### config.mk
export PLATFORM = sky130hd
export DESIGN_NAME = clkgen_prog
export DESIGN_NICKNAME = d
export VERILOG_FILES = /design/src/rtl/clkgen_prog.sv
export SDC_FILE = /design/constraint.sdc
export NUM_CORES = 1
export LEC_CHECK = 0
export ABC_AREA = 1
export CAP_MARGIN = 20
export CORE_AREA = 2 2 86 80
export CTS_CLUSTER_DIAMETER = 150
export DETAILED_ROUTE_END_ITERATION = 8
export DIE_AREA = 0 0 88 82
export SKIP_LAST_GASP = 1
export SLEW_MARGIN = 20
export SYNTH_ARGS = -nofsm -noshare
export SYNTH_HDL_FRONTEND = slang
export SYNTH_SLANG_ARGS = --single-unit
### constraint.sdc
create_clock -name CLK -period 1.9 [get_ports CLK]
set_clock_uncertainty 0.1 [all_clocks]
set_input_delay 0.19 -clock CLK [delete_from_list [all_inputs] [get_ports CLK]]
set_output_delay 0.19 -clock CLK [all_outputs]
set_load 0.02 [all_outputs]
### src/rtl/clkgen_prog.sv
// clkgen_prog: serial programmer for a DCM_CLKGEN.
// After an accepted START it shifts the divide (D-1) and multiply (M-1) words
// into the DCM over PROGEN/PROGDATA, issues the GO command, then waits for
// the PROGDONE low/high handshake and, optionally, for LOCKED.
// A single wait counter bounds the whole post-GO wait; expiry raises ERR.
//
// Handshake: START is a request qualified by BUSY. A START sampled high at a
// rising CLK edge while BUSY=0 is accepted and the inputs MULT_M1/DIV_M1 are
// captured on that edge; START while BUSY=1 is dropped, never queued. Each
// accepted request ends with exactly one of DONE (one-cycle pulse) or ERR
// (sticky until the next accepted START or RESET); a reset abort ends it
// with neither.
module clkgen_prog #(
  parameter int TIMEOUT_W = 16,
  parameter bit WAIT_LOCK = 1'b1
) (
  input  logic       CLK,
  input  logic       RESET,
  input  logic       START,
  input  logic [7:0] MULT_M1,
  input  logic [7:0] DIV_M1,
  output logic       BUSY,
  output logic       DONE,
  output logic       ERR,
  output logic       PROGEN,
  output logic       PROGDATA,
  input  logic       PROGDONE,
  input  logic       LOCKED,
  output logic [3:0] dbg_state
);

  localparam logic [3:0] IDLE    = 4'd0;
  localparam logic [3:0] LOAD_D  = 4'd1;
  localparam logic [3:0] GAP_D   = 4'd2;
  localparam logic [3:0] LOAD_M  = 4'd3;
  localparam logic [3:0] GAP_M   = 4'd4;
  localparam logic [3:0] GO      = 4'd5;
  localparam logic [3:0] WAIT_LO = 4'd6;
  localparam logic [3:0] WAIT_HI = 4'd7;
  localparam logic [3:0] WAIT_LK = 4'd8;

  // The wait counter holds the number of wait cycles already spent; the wait
  // fails at the end of cycle number 2^TIMEOUT_W-1, i.e. when it reads 2^W-2.
  localparam logic [TIMEOUT_W-1:0] WAIT_LAST = {{(TIMEOUT_W-1){1'b1}}, 1'b0};
  localparam logic [TIMEOUT_W-1:0] WAIT_ONE  = {{(TIMEOUT_W-1){1'b0}}, 1'b1};

  logic [3:0]           state;
  logic [3:0]           bit_cnt;   // position inside a 10-bit load word
  logic [8:0]           shreg;     // remaining bits of the word being shifted
  logic [7:0]           mult_q;    // M-1 captured at START, loaded after GAP_D
  logic [TIMEOUT_W-1:0] wait_cnt;
  logic                 wait_met;

  assign BUSY      = (state != IDLE);
  assign dbg_state = state;

  // Exit condition of whichever wait state is active.
  always_comb begin
    wait_met = 1'b0;
    case (state)
      WAIT_LO: wait_met = !PROGDONE;
      WAIT_HI: wait_met = PROGDONE;
      WAIT_LK: wait_met = LOCKED;
      default: wait_met = 1'b0;
    endcase
  end

  // Sequencer: state, serial shifter and registered PROGEN/PROGDATA/DONE/ERR.
  // The outputs are loaded together with the state they belong to, so each
  // state's PROGEN/PROGDATA values appear during that state with no
  // combinational path from any input.
  always_ff @(posedge CLK) begin
    if (RESET) begin
      state    <= IDLE;
      bit_cnt  <= 4'd0;
      shreg    <= 9'd0;
      mult_q   <= 8'd0;
      wait_cnt <= '0;
      PROGEN   <= 1'b0;
      PROGDATA <= 1'b0;
      DONE     <= 1'b0;
      ERR      <= 1'b0;
    end else begin
      DONE <= 1'b0;
      case (state)
        IDLE: begin
          PROGEN   <= 1'b0;
          PROGDATA <= 1'b0;
          if (START) begin
            mult_q <= MULT_M1;
            if (MULT_M1 == 8'd0) begin
              // M=1 cannot be programmed: flag it and stay idle.
              ERR <= 1'b1;
            end else begin
              ERR      <= 1'b0;
              state    <= LOAD_D;
              PROGEN   <= 1'b1;
              PROGDATA <= 1'b1;                 // divide word: 1, 0, D-1 LSB first
              shreg    <= {DIV_M1, 1'b0};
              bit_cnt  <= 4'd0;
            end
          end
        end
        LOAD_D, LOAD_M: begin
          if (bit_cnt == 4'd9) begin
            state    <= (state == LOAD_D) ? GAP_D : GAP_M;
            PROGEN   <= 1'b0;
            PROGDATA <= 1'b0;
          end else begin
            PROGDATA <= shreg[0];
            shreg    <= {1'b0, shreg[8:1]};
            bit_cnt  <= bit_cnt + 4'd1;
          end
        end
        GAP_D: begin
          state    <= LOAD_M;
          PROGEN   <= 1'b1;
          PROGDATA <= 1'b1;                     // multiply word: 1, 1, M-1 LSB first
          shreg    <= {mult_q, 1'b1};
          bit_cnt  <= 4'd0;
        end
        GAP_M: begin
          state    <= GO;
          PROGEN   <= 1'b1;
          PROGDATA <= 1'b0;
        end
        GO: begin
          state    <= WAIT_LO;
          PROGEN   <= 1'b0;
          PROGDATA <= 1'b0;
          wait_cnt <= '0;
        end
        WAIT_LO, WAIT_HI, WAIT_LK: begin
          wait_cnt <= wait_cnt + WAIT_ONE;
          if (wait_met) begin
            if (state == WAIT_LO) begin
              state <= WAIT_HI;
            end else if (state == WAIT_HI && WAIT_LOCK) begin
              state <= WAIT_LK;
            end else begin
              state <= IDLE;
              DONE  <= 1'b1;
            end
          end else if (wait_cnt == WAIT_LAST) begin
            state <= IDLE;
            ERR   <= 1'b1;
          end
        end
        default: begin
          state    <= IDLE;
          PROGEN   <= 1'b0;
          PROGDATA <= 1'b0;
        end
      endcase
    end
  end

endmodule

==> Implementation_results.wiki <==
{| class="wikitable"
! Metric !! Value
|-
| Run status || completed
|-
| FILL cells || around 670
|-
| Worst setup SP type || flip-flop
|-
| Routability Congestion || a little over 0.8
|-
| Mean post-synth cell area || between 6 and 7 um2
|-
| Rel. slew slack || 0.705
|-
| CP arrival || 1.49 ns
|-
| Number of synthesized flops with an enable pin || 0
|-
| Residual DRC || 0
|-
| Proportion of synthesized flip-flops having asynchronous set or reset || 0
|-
| Die Area || 7220 um2
|-
| Global-route wire length before repair || 9.54 mm
|-
| Setup repair after global routing missed its margin || no
|-
| Largest net degree at the start of global routing || 22
|-
| Post-synthesis net count || approximately 380
|-
| First-pass iteration count of the detailed router || 4
|-
| Most used cells in the layout excluding fill and tap cells || sky130_fd_sc_hd__nand2_1 (87), sky130_fd_sc_hd__dfxtp_1 (45), sky130_fd_sc_hd__nor2_1 (42)
|-
| Highest clock frequency the design can meet || between 0.5 and 0.6 GHz
|-
| Kind of critical path || reg -> out
|-
| RR Startpoint || dbg_state[0]
|-
| Detailed placement HPWL || 4.17 mm
|-
| Number of buffers created by CTS || 5
|-
| Unique masters post-synth || 36
|-
| GRT overflow || 0
|-
| TritonCTS Sinks || 45
|-
| Ports || 30
|-
| Fraction of the yosys area taken by sequential cells || 0.374
|-
| Core Area || 6340 um2
|-
| Number of buffers inserted by port buffering || 29
|-
| Detailed-route wire length per cell || 11.6 um
|-
| Predominant post-synthesis flop cell || sky130_fd_sc_hd__dfxtp_1
|-
| Max cap viols || 0
|-
| Critical Path Fanout Max || 6
|-
| Mean number of vias per cell || 4.74
|-
| Overall global routing resource usage || 0.167
|-
| Leak Pwr || between 0.001 and 0.0015 uW
|-
| Critical Path Sink Type || primary output
|-
| Hold/Removal Path Class || reg -> reg
|-
| Peak VDD IR || 0.422 mV
|-
| Clock root cell || sky130_fd_sc_hd__clkbuf_8
|-
| Most frequent standard cell in the layout excluding fill and tap cells || sky130_fd_sc_hd__nand2_1
|-
| Syn-to-layout area delta || 23.1%
|-
| Clock transition time at the flip-flop clock pins of the worst setup and hold paths || about 0.090 ns
|-
| Power per cell area || roughly 1100 nW/um2
|-
| Worst endpoint required time || between 1.5 and 2 ns
|-
| Synth Instances || between 300 and 400
|-
| Maximum buffer depth of the clock tree || 2
|-
| Power Total || approximately 3200 uW
|-
| # diodes || 0
|-
| Endpoint of the worst setup timing path || BUSY
|-
| Y dimension of the die || around 80 um
|-
| Worst reg2reg setup slack || 0.23 ns
|-
| Fraction of final layout cells with drive strength greater than 1 || 0.108
|-
| Latest clock arrival within the worst-skew pair || 0.30 ns
|-
| Final Hold Fails || 0
|-
| Register-to-Register Path Depth || 10
|-
| Reg-to-reg endpoint || PROGDATA
|-
| Total Routed Length || ~5.7 mm
|-
| Worst Tran Pin Value || between 0.4 and 0.5 ns
|-
| Area of the mapped netlist || approximately 2400 um2
|-
| Horiz. Die Dim || around 90 um
|-
| Worst-case hold slack || between 0.3 and 0.4 ns
|-
| Min cycle time layout || about 1.8 ns
|-
| H-tree Lvls || 2
|-
| TritonCTS clock tree || yes
|-
| Number of pins exceeding their max-slew limit in the final report || 0
|-
| Final net count || around 420
|-
| Setup crit start || dbg_state[2]
|-
| Number of nets with antenna violations after routing || 0
|-
| Routed vias || between 2000 and 2500
|-
| DRC marker count from the first detailed-route iteration || around 140
|-
| Count of state elements after synthesis || 45
|-
| Period utilisation layout || 0.938
|-
| Via count of the first global-routing pass || approximately 2100
|-
| Yosys synthesis warning count || 0
|-
| Final number of setup-violating endpoints || 0
|-
| Total Negative Setup Slacks || 0 ns
|-
| Starting density of the core || 0.380
|-
| Number of standard-cell rows in the floorplan || 28
|-
| Antenna violations before repair || 0
|}
==> cells in the mapped netlist (3+ instances only) <==
library cell	number	area, um2
sky130_fd_sc_hd__a21oi_1	37	185
sky130_fd_sc_hd__buf_2	4	20.0
sky130_fd_sc_hd__clkbuf_1	3	11.3
sky130_fd_sc_hd__dfxtp_1	45	901
sky130_fd_sc_hd__ha_1	4	50.1
sky130_fd_sc_hd__inv_1	38	143
sky130_fd_sc_hd__inv_2	5	18.8
sky130_fd_sc_hd__nand2_1	87	327
sky130_fd_sc_hd__nand2_2	5	31.3
sky130_fd_sc_hd__nand3_1	23	115
sky130_fd_sc_hd__nand4_1	7	43.8
sky130_fd_sc_hd__nor2_1	42	158
sky130_fd_sc_hd__nor2_4	3	33.8
sky130_fd_sc_hd__nor3_1	3	15.0
sky130_fd_sc_hd__o21ai_0	19	95.1
sky130_fd_sc_hd__o21ai_1	4	20.0
sky130_fd_sc_hd__o221ai_1	5	43.8
==> report_power, final <==
group          internal [uW]  switching (uW)  leakage (uW)
registers               1120            81.9      0.000368
logic                    532             834      0.000777
clock network            262             355     0.0000445
total                   1910            1270       0.00119
==> logic make-up after synthesis <==
kind of cell               count (synthesis)  synth area share
buffers and inverters                     55            0.0950
DFF                                       45             0.374
and+or+nand+nor                          177             0.329
xor gates and xnor gates                   2           0.00727
adders and majority gates                  4            0.0208
AOI/OAI and AO/OA                         75             0.174
==> critical path, stage by stage (launching register included) <==
cell and delay, ns:
sky130_fd_sc_hd__dfxtp_1 0.37, sky130_fd_sc_hd__nor2_4 0.18, sky130_fd_sc_hd__inv_2 0.09, sky130_fd_sc_hd__nor2_8 0.16, sky130_fd_sc_hd__inv_1 0.08, sky130_fd_sc_hd__dlygate4sd2_1 0.32
==> cell type report <==
cell class | instances | area [um2] | area share
inverter | 44 | 168 | 0.0565
sequential | 45 | 901 | 0.304
timing repair buffer | 44 | 414 | 0.140
clock inverter | 3 | 21.3 | 0.00717
tap | 90 | 113 | 0.0380
multi-input combinational | 258 | 1280 | 0.432
clock buffer | 5 | 68.8 | 0.0232
==> through the flow <==
step           cell area (um2)  setup slack, ns   util  std cells
4_1_cts                   2950           0.0878  0.465        487
2_1_floorplan             2410            0.300      -        358
6_report                  2970            0.118  0.468        489
5_1_grt                   2970           0.0119  0.468        489
3_3_place_gp              2860            0.177  0.451        479
3_5_place_dp              2860            0.122  0.451        479
==> timing repair <==
| action | in CTS | in global routing |
|---|---|---|
| gates resized for setup | 1 | 0 |
| hold buffers | 0 | 0 |
| endpoints found under the setup margin | 1 | 1 |
| pin swaps | 0 | 1 |
| setup buffers | 0 | 2 |
==> flip-flops by register name, indices dropped and copies added (netlist names) <==
signal,count
wait_cnt,16
DONE,1
PROGDATA,1
shreg,9
mult_q,8
ERR,1
dbg_state,4
PROGEN,1
bit_cnt,4
==> layer usage <==
metal	routed length, um	up-vias	global-route usage	share of wire
met1	3040	1031	0.236	0.54
met5	0	-	0	0
met3	150	2	0.0332	0.026
met4	33	0	0.0431	0.0058
li1	-	1247	-	-
met2	2440	36	0.260	0.43
==> how the worst min path moves through the flow <==
stage | from | end | slack [ns] | cells past startpoint
4_1_cts | shreg[1] | shreg[1] | 0.36 | 2
2_1_floorplan | LOCKED | DONE | 0.26 | 2
5_1_grt | mult_q[4] | mult_q[4] | 0.39 | 2
6_report | shreg[1] | shreg[1] | 0.36 | 2
3_3_place_gp | shreg[1] | shreg[1] | 0.34 | 2
3_5_place_dp | shreg[1] | shreg[1] | 0.35 | 2
Note: power is estimated with default switching activity, not from simulation.
